## config.mk

```make
export PLATFORM = sky130hd
export DESIGN_NAME = es_mem_req_ctrl
export DESIGN_NICKNAME = d
export VERILOG_FILES = /design/src/rtl/es_mem_req_ctrl_pkg.sv /design/src/rtl/es_meta_fifo.sv /design/src/rtl/es_mem_req_ctrl.sv
export SDC_FILE = /design/constraint.sdc
export NUM_CORES = 1
export LEC_CHECK = 0
export BUFFER_PORTS_ARGS = -buffer_cell sky130_fd_sc_hd__buf_2
export CAP_MARGIN = 40
export CORE_AREA = 4 4 84 86
export CTS_CLUSTER_DIAMETER = 40
export DETAILED_ROUTE_END_ITERATION = 7
export DIE_AREA = 0 0 88 90
export GPL_ROUTABILITY_DRIVEN = 0
export PLACE_DENSITY = 0.8
export SYNTH_ARGS = -nofsm -noshare
export SYNTH_HDL_FRONTEND = slang
export SYNTH_HIERARCHICAL = 1
export SYNTH_SLANG_ARGS = --single-unit
```

## constraint.sdc

```tcl
create_clock -name clk -period 2.9 [get_ports clk]
set_clock_uncertainty 0.05 [all_clocks]
set_input_delay 0.725 -clock clk [delete_from_list [all_inputs] [get_ports clk]]
set_output_delay 0.725 -clock clk [all_outputs]
set_load 0.005 [all_outputs]
```

## src/rtl/es_mem_req_ctrl_pkg.sv

```systemverilog
// Shared memory-op encodings, meta-entry layout and controller state type
// for the EXE-stage load/store request controller.
package es_mem_req_ctrl_pkg;

   localparam logic [1:0] MEM_SZ_B = 2'd0;
   localparam logic [1:0] MEM_SZ_H = 2'd1;
   localparam logic [1:0] MEM_SZ_W = 2'd2;
   localparam logic [1:0] MEM_SZ_D = 2'd3;

   localparam int MEM_META_WD = 6;

   typedef enum logic {
      ST_RUN   = 1'b0,
      ST_DRAIN = 1'b1
   } mrc_state_e;

   typedef struct packed {
      logic       we;
      logic [1:0] size;
      logic [2:0] off;
   } mem_meta_t;

   // Low address bits that must be zero for a naturally aligned access.
   function automatic logic [2:0] mem_align_mask(input logic [1:0] sz);
      logic [2:0] m;
      case (sz)
         MEM_SZ_B: m = 3'b000;
         MEM_SZ_H: m = 3'b001;
         MEM_SZ_W: m = 3'b011;
         default:  m = 3'b111;
      endcase
      return m;
   endfunction

endpackage

```

## src/rtl/es_meta_fifo.sv

```systemverilog
// Pointer FIFO for in-flight op metadata; head is combinational, same-cycle
// push+pop allowed (a pop frees a slot for a push even when full).
module es_meta_fifo #(
   parameter int WIDTH = 6,
   parameter int DEPTH = 2
) (
   input  logic                         clk,
   input  logic                         reset,
   input  logic                         push_i,
   input  logic [WIDTH-1:0]             push_dat_i,
   input  logic                         pop_i,
   output logic                         full_o,
   output logic                         empty_o,
   output logic [WIDTH-1:0]             head_o,
   output logic [$clog2(DEPTH+1)-1:0]   count_o
);

   localparam int PW = (DEPTH > 1) ? $clog2(DEPTH) : 1;
   localparam int CW = $clog2(DEPTH + 1);

   logic [WIDTH-1:0] mem_q [DEPTH];
   logic [PW-1:0]    rd_ptr_q, rd_ptr_d;
   logic [PW-1:0]    wr_ptr_q, wr_ptr_d;
   logic [CW-1:0]    count_q, count_d;
   logic             do_push, do_pop;

   function automatic logic [PW-1:0] ptr_inc(input logic [PW-1:0] p);
      return (p == PW'(DEPTH - 1)) ? '0 : p + PW'(1);
   endfunction

   assign empty_o = (count_q == '0);
   assign full_o  = (count_q == CW'(DEPTH));
   assign do_pop  = pop_i && !empty_o;
   assign do_push = push_i && (!full_o || do_pop);
   assign head_o  = mem_q[rd_ptr_q];
   assign count_o = count_q;

   always_comb begin
      rd_ptr_d = do_pop  ? ptr_inc(rd_ptr_q) : rd_ptr_q;
      wr_ptr_d = do_push ? ptr_inc(wr_ptr_q) : wr_ptr_q;
      count_d  = count_q;
      if (do_push && !do_pop) begin
         count_d = count_q + CW'(1);
      end else if (do_pop && !do_push) begin
         count_d = count_q - CW'(1);
      end
   end

   always_ff @(posedge clk) begin
      if (reset) begin
         rd_ptr_q <= '0;
         wr_ptr_q <= '0;
         count_q  <= '0;
      end else begin
         rd_ptr_q <= rd_ptr_d;
         wr_ptr_q <= wr_ptr_d;
         count_q  <= count_d;
      end
   end

   // Storage needs no reset: entries are only observed while counted.
   always_ff @(posedge clk) begin
      if (do_push) begin
         mem_q[wr_ptr_q] <= push_dat_i;
      end
   end

endmodule

```

## src/rtl/es_mem_req_ctrl.sv

```systemverilog
// EXE-stage load/store request controller: 0-cycle issue, ALE detection,
// up to MAX_OUTST in-flight ops, in-order responses, drain after WB flush.
module es_mem_req_ctrl #(
   parameter int AW        = 32,
   parameter int DW        = 32,
   parameter int MAX_OUTST = 2
) (
   input  logic              clk,
   input  logic              reset,
   input  logic              op_valid,
   output logic              op_ready,
   input  logic              op_we,
   input  logic [1:0]        op_size,
   input  logic [AW-1:0]     op_addr,
   input  logic [DW-1:0]     op_wdata,
   output logic              op_ale,
   input  logic              flush,
   output logic              req,
   output logic              wr,
   output logic [1:0]        size,
   output logic [AW-1:0]     addr,
   output logic [DW/8-1:0]   wstrb,
   output logic [DW-1:0]     wdata,
   input  logic              addr_ok,
   input  logic              data_ok,
   input  logic [DW-1:0]     rdata,
   output logic              rsp_valid,
   output logic [DW-1:0]     rsp_rdata,
   output logic              rsp_we,
   output logic [1:0]        rsp_size,
   output logic [2:0]        rsp_off,
   output logic              busy,
   output logic              err_spurious
);

   import es_mem_req_ctrl_pkg::*;

   localparam int SW = DW / 8;
   localparam int LW = $clog2(SW);
   localparam int CW = $clog2(MAX_OUTST + 1);

   mrc_state_e                state_q;
   logic                      err_spurious_q;
   logic                      run;
   logic                      misaligned;
   logic                      push, pop, spurious;
   logic                      fifo_full, fifo_empty;
   logic [CW-1:0]             cnt, cnt_post;
   logic [SW-1:0]             strb_base;
   logic [MEM_META_WD-1:0]    head_raw;
   mem_meta_t                 meta_in, head_meta;

   // Reset also masks the handshake outputs so nothing leaks while held in reset.
   assign run        = (state_q == ST_RUN) && !reset;
   assign misaligned = ((op_size == MEM_SZ_D) && (DW == 32)) ||
                       (|(op_addr[2:0] & mem_align_mask(op_size)));

   assign op_ale   = op_valid && misaligned && run && !flush;
   assign req      = op_valid && !misaligned && run && !flush && !fifo_full;
   assign op_ready = op_ale || (req && addr_ok);

   assign wr   = op_we;
   assign size = op_size;
   assign addr = op_addr;

   always_comb begin
      case (op_size)
         MEM_SZ_B: strb_base = SW'(1);
         MEM_SZ_H: strb_base = SW'(3);
         MEM_SZ_W: strb_base = SW'(15);
         default:  strb_base = '1;
      endcase
      wstrb = op_we ? (strb_base << op_addr[LW-1:0]) : '0;
   end

   always_comb begin
      case (op_size)
         MEM_SZ_B: wdata = {SW{op_wdata[7:0]}};
         MEM_SZ_H: wdata = {(SW/2){op_wdata[15:0]}};
         MEM_SZ_W: wdata = {(DW/32){op_wdata[31:0]}};
         default:  wdata = op_wdata;
      endcase
   end

   assign push     = req && addr_ok;
   assign pop      = data_ok && !fifo_empty;
   assign spurious = data_ok && fifo_empty;
   assign cnt_post = cnt + CW'(push) - CW'(pop);

   assign meta_in = '{we: op_we, size: op_size, off: op_addr[2:0]};

   es_meta_fifo #(
      .WIDTH (MEM_META_WD),
      .DEPTH (MAX_OUTST)
   ) u_meta_fifo (
      .clk        (clk),
      .reset      (reset),
      .push_i     (push),
      .push_dat_i (meta_in),
      .pop_i      (pop),
      .full_o     (fifo_full),
      .empty_o    (fifo_empty),
      .head_o     (head_raw),
      .count_o    (cnt)
   );

   assign head_meta = mem_meta_t'(head_raw);

   // Stale responses still pop the FIFO (pop above) but never reach MEM.
   assign rsp_valid    = data_ok && !fifo_empty && run && !flush;
   assign rsp_rdata    = rdata;
   assign rsp_we       = head_meta.we;
   assign rsp_size     = head_meta.size;
   assign rsp_off      = head_meta.off;
   assign busy         = !fifo_empty;
   assign err_spurious = err_spurious_q;

   always_ff @(posedge clk) begin
      if (reset) begin
         state_q        <= ST_RUN;
         err_spurious_q <= 1'b0;
      end else begin
         if (spurious) begin
            err_spurious_q <= 1'b1;
         end
         case (state_q)
            ST_RUN: begin
               if (flush && (cnt_post != '0)) begin
                  state_q <= ST_DRAIN;
               end
            end
            ST_DRAIN: begin
               if (pop && (cnt == CW'(1))) begin
                  state_q <= ST_RUN;
               end
            end
            default: state_q <= ST_RUN;
         endcase
      end
   end

endmodule

```

After elaboration in Yosys (flattened, before gate mapping) --
Memories as Yosys holds them, arrays and structs flattened. A register that Yosys moved wholly into a read port is not among the register bits. Cells that the tools add are included.
Storage, ports and cells: RAM bits 12, output and inout port bits 115, memories kept 1, register bits after elaboration 6, input port bits 105
Cells by class: reduce and logical (&&, ||, !) cells 34, bitwise operators 2, add/subtract/negate cells 6, muxes and demuxes 15, equality and inequality tests 5, shifts and indexed selects 1
Memories:
- u_meta_fifo.mem_q | depth 2, bits a word 6, read ports 1, clocked after memory_dff 1, wr ports 1, line es_meta_fifo.sv:21 | logic [WIDTH-1:0] mem_q [DEPTH];
Operators with widths (count):
- 32-bit one-hot mux with 2 select lines | 1
- 1-bit logical AND | 19
- 3-bit one-hot mux with 3 select lines | 1
- 1-bit 2-to-1 mux | 8
- 4-bit one-hot mux with 2 select lines | 1
- 1-bit zero test | 7
- 2-bit equality test, second input constant | 3
- 2-bit by 1-bit equality test with 1-bit output, second input constant | 2
- 2-bit zero test | 2
- 2-bit 2-to-1 mux | 2
- 4-bit 2-to-1 mux | 1
- 2-bit nonzero test | 2
- 4-bit by 2-bit left shift with 4-bit output | 1
- 3-bit bitwise AND | 1
- 1-bit logical OR | 3
- 3-bit OR reduction | 1
- 1-bit adder, second input constant | 2
- 2-bit by 1-bit adder with 2-bit output | 1
- 2-bit by 1-bit adder with 2-bit output, second input constant | 1
- 1-bit one-hot mux with 2 select lines | 1
- 2-bit by 1-bit subtractor with 2-bit output | 1
- 2-bit by 1-bit subtractor with 2-bit output, second input constant | 1
- 1-bit inverter | 1

Depth between registers and ports, before layout --
word-level depth 17, gate-level depth with buffers 9, depth with buffers taken out 8

Hierarchy --
The synthesis kept the hierarchy.
By module, submodules not included:
- es_mem_req_ctrl | cells each 156, instances 1, seq. area each 40.0 µm², area each 1183.6 µm²
- es_meta_fifo | cells each 44, instances 1, seq. area each 460.4 µm², area each 664.4 µm²

Least setup slack after synthesis --
No wires, ideal clock.
path kind input to register, start point in op_size[1], end point reg u_meta_fifo.count_q[1] (netlist: u_meta_fifo/count_o[1]), required time 2.780 ns, arrival time 2.250 ns, cell stages on the path 8, buffers on the path 1, slack 0.530 ns, cell sequence buf_4 a21oi_1 o211ai_1 nor2_1 a21boi_2 ha_1 or3_1 a21oi_1
On the way: longest elaborated chain between the ends 15
Ends and longest elaborated chain:
- from (decl) | line es_mem_req_ctrl.sv:13 | input logic [1:0] op_size,
- 2-bit equality test, or another cell as far along | line es_mem_req_ctrl_pkg.sv:26 | case (sz)
- 3-bit one-hot mux with 3 select lines | line es_mem_req_ctrl_pkg.sv:26
- 3-bit bitwise AND | line es_mem_req_ctrl.sv:56 | (|(op_addr[2:0] & mem_align_mask(op_size)));
- 3-bit OR reduction | line es_mem_req_ctrl.sv:56
- 1-bit logical OR (*) | line es_mem_req_ctrl.sv:55 | assign misaligned = ((op_size == MEM_SZ_D) && (DW == 32)) ||
- 1-bit zero test (*) | line es_mem_req_ctrl.sv:59 | assign req = op_valid && !misaligned && run && !flush && !fifo_full;
- 1-bit logical AND (*) (4 in series) | line es_mem_req_ctrl.sv:59
- 1-bit logical AND (*) | line es_mem_req_ctrl.sv:85 | assign push = req && addr_ok;
- via push | line es_mem_req_ctrl.sv:46 | logic push, pop, spurious;
- 1-bit logical AND (*) | line es_meta_fifo.sv:34 | assign do_push = push_i && (!full_o || do_pop);
- 1-bit zero test | line es_meta_fifo.sv:44 | end else if (do_pop && !do_push) begin
- 1-bit logical AND | line es_meta_fifo.sv:44
- 2-bit nonzero test (no source line)
- to (signal assigned) | line es_meta_fifo.sv:57 | count_q <= count_d;
- to (decl) | line es_meta_fifo.sv:24 | logic [CW-1:0] count_q, count_d;
The timed path passes the listed nets; every way through them passes the cells marked *. A chain may end at the register's enable or synchronous reset.

Worst setup path in the final report --
start point in op_size[1], end point out wdata[17]
On the way: longest elaborated chain between the ends 2
Ends and longest elaborated chain:
- 2-bit by 1-bit equality test with 1-bit output / 2-bit zero test (equally long branches) | line es_mem_req_ctrl.sv:77 | case (op_size)
- 32-bit one-hot mux with 2 select lines (*) | line es_mem_req_ctrl.sv:77
- to (decl) | line es_mem_req_ctrl.sv:23 | output logic [DW-1:0] wdata,
Mark *: on every way between the ends. The rest lies on a longest branch, timed or not.

==> impl_metrics.yaml <==
run_status:
  status: "finished, final reports clean"
route:
  drt_wl_total_um: 4490
  antenna_left: 0
  via_per_inst: 4.51
  post-route-drc-count: 0
  via_count: 1363
  drtPass1Iterations: 4
  routedWlPerCell_um: 14.9
  drtIter0Drc: 74
setup_path:
  cpPeakStageDelay_ps: 380
  crit_type: "in -> out"
  crit_fanout: 24
  crit_path_cell_trace: "buf_2 -> buf_4 -> mux2_2 -> buf_2"
  crit_top_cell: "buf_2"
  cp.depth: 4
  worstPathRequired_ps: 2120
  critPathArrivalTime_ps: 1760
  path_delay_family: "buffers and inverters"
  critPathLaunchType: "input port"
  critPathSlowestCell: "mux2_2"
  r2r_cells: 7
  path_buf_inv: 3
  cp-end-kind: "output pin"
clocking:
  cts_buffers: 3
  cts_resized: 0
  cts_buffer_depth: 2
  cts_tree: "built"
  h-tree-depth: 1
  cts_setup_buffers: 0
  cts_num_sinks: 19
  insertion_delay_ps: 250
  cts_root_buf: "clkbuf_8"
  holdBufCountCts: 0
  clk_pin_slew_ps: 70
floorplan:
  row_count: 29
  fp.coreArea_sq_um: 6280
  die_h_um: 90
  io_pins: 220
  fp.dieW_um: 88
  initial_core_util_pct: 29.4
  dieArea_sq_um: 7920
yosys:
  ys_types: 30
  synth_cells: 200
  ys_seq_area_share_pct: 27.1
  mappedNetlistArea_sq_um: 1850
  yosysMostFrequentCell: "buf_4"
  synth_commonest_cells: "buf_4 (77), mux2_2 (22), edfxtp_1 (12)"
  synth_seq_cells: 19
  synth_area_leader_cell: "buf_4"
  syn_avg_cell_area_sq_um: 9.24
  synth_edf_count: 12
  synth.top_cell.area_share_pct: 31.3
  synthesis.nets: 308
  yosys_warnings: 6
  ys.flop_type: "edfxtp_1"
  synthArstFlopShare_pct: 0
  ys_top_cells_by_area: "buf_4 (31%), edfxtp_1 (19%), mux2_2 (13%), dfxtp_1 (7.6%), mux2i_1 (4.3%)"
place:
  placedCellCount: 298
  port_buffers: 97
  dp_hpwl_um: 3790
  post-place-ws_ps: 160
global_routing:
  grt_overflow: 0
  grt_pass1_vias: 1298
  grt_max_degree: 25
  antenna_found_initial: 0
  grt_pass1_wl_um: 6750
  grt.total_usage_pct: 10.6
power_and_ir_drop:
  powerDensity_nw_per_um2: 334
  p_leak_nw: 0.927
  p_total_w: 0.000640
  peakVddDrop_v: 0.000173
timing:
  rsz0062_at_grt: "false"
  fin_tns_setup_ps: 0
  slew_viol_final: 0
  min_period_ps: 2540
  max_freq_ghz: 0.394
  finalSetupViolCount: 0
  slew_headroom_pct: 76.5
  worst_slack_ps: 360
  tightestPinTransition_ps: 350
  fin_crit_sh_pct: 87.6
  hold_violations: 0
layout:
  layout.cells.non_filler: 302
  nNetsFinal: 334
  syn_to_final_growth_pct: 3.59
  antenna_cells: 0
  drive_gt1_share_pct: 57.3
  finish.utilization_pct: 30.5
  fill_cells: 653
job:
  max-cap-violations: 0
hold_path:
  min-delay-path-class: "reg -> reg"
  hold_path_depth: 2
## kinds of logic after synthesis
| kind of cell | Yosys count | share of synthesized area, % |
|---|---|---|
| XOR/XNOR | 4 | 2.71 |
| flip-flops | 19 | 27.1 |
| multiplexers | 31 | 18.3 |
| AO/OA/AOI/OAI | 22 | 7.04 |
| AND/OR/NAND/NOR | 36 | 9.82 |
| buffers and inverters | 85 | 33.0 |
| adder cells (fa/ha/maj) | 3 | 2.03 |
## cells in the final DEF (no fill, tap or decap), drive strengths merged, types with 4 or more instances in the layout
cell / n
nor2b: 5
mux2: 23
o21ai: 11
clkbuf: 4
nand2: 9
mux2i: 8
inv: 5
nor2: 12
edfxtp: 12
a21oi: 5
buf: 101
dfxtp: 7
## cell type report
type | instances | area (sq um) | area share, %
well taps | 77 | 96.3 | 5.03
flip-flops and latches | 19 | 500 | 26.1
multi-input cells | 96 | 738 | 38.6
clock buffers | 4 | 45.0 | 2.35
repair buffers | 101 | 515 | 26.9
inverters | 5 | 18.8 | 0.980
## tightest hold or removal path: stages, from the launching register on
cell and delay, ps:
dfxtp_1 330, a21oi_1 40, nor2_1 70
## metrics by stage
step / cell area [sq um] / hold slack [ps]
floorplan: 1850 / 396
global placement: 1870 / 398
detailed placement: 1870 / 417
CTS: 1910 / 436
global route: 1910 / 463
finish: 1910 / 426
## registers in the layout, summed over array words and instances (netlist names), named ones only
register and count:
state_q 1, u_meta_fifo/rd_ptr_q 1, u_meta_fifo/count_o 2, u_meta_fifo/wr_ptr_q 1, err_spurious 1, u_meta_fifo/mem_q 12
## where the power goes
part / total [W] / internal (W) / switching (W)
clock network: 0.000176 / 0.0000972 / 0.0000783
registers: 0.000294 / 0.000291 / 0.00000311
logic: 0.000170 / 0.0000896 / 0.0000808
total: 0.000640 / 0.000478 / 0.000162
## final timing paths
check             slack (ps)                       from                                   to
hold reg to reg          430  err_spurious$_SDFFE_PP0P_            err_spurious$_SDFFE_PP0P_
hold / removal           430  err_spurious$_SDFFE_PP0P_            err_spurious$_SDFFE_PP0P_
setup / recovery         360                 op_size[1]                            wdata[17]
setup reg to reg         690         state_q$_SDFF_PP0_  u_meta_fifo/count_o[1]$_SDFFE_PP0P_
## routing by layer
metal / vias to the layer above / track usage [%] / wire (um) / part of all wire, %
met5: - / 0 / 0 / 0
met4: 0 / 5.37 / 175 / 3.9
met3: 24 / 2.01 / 472 / 11
met2: 70 / 18.7 / 2250 / 50
met1: 619 / 11.8 / 1590 / 35
li1: 650 / - / - / -
Note: power is estimated with default switching activity, not from simulation.
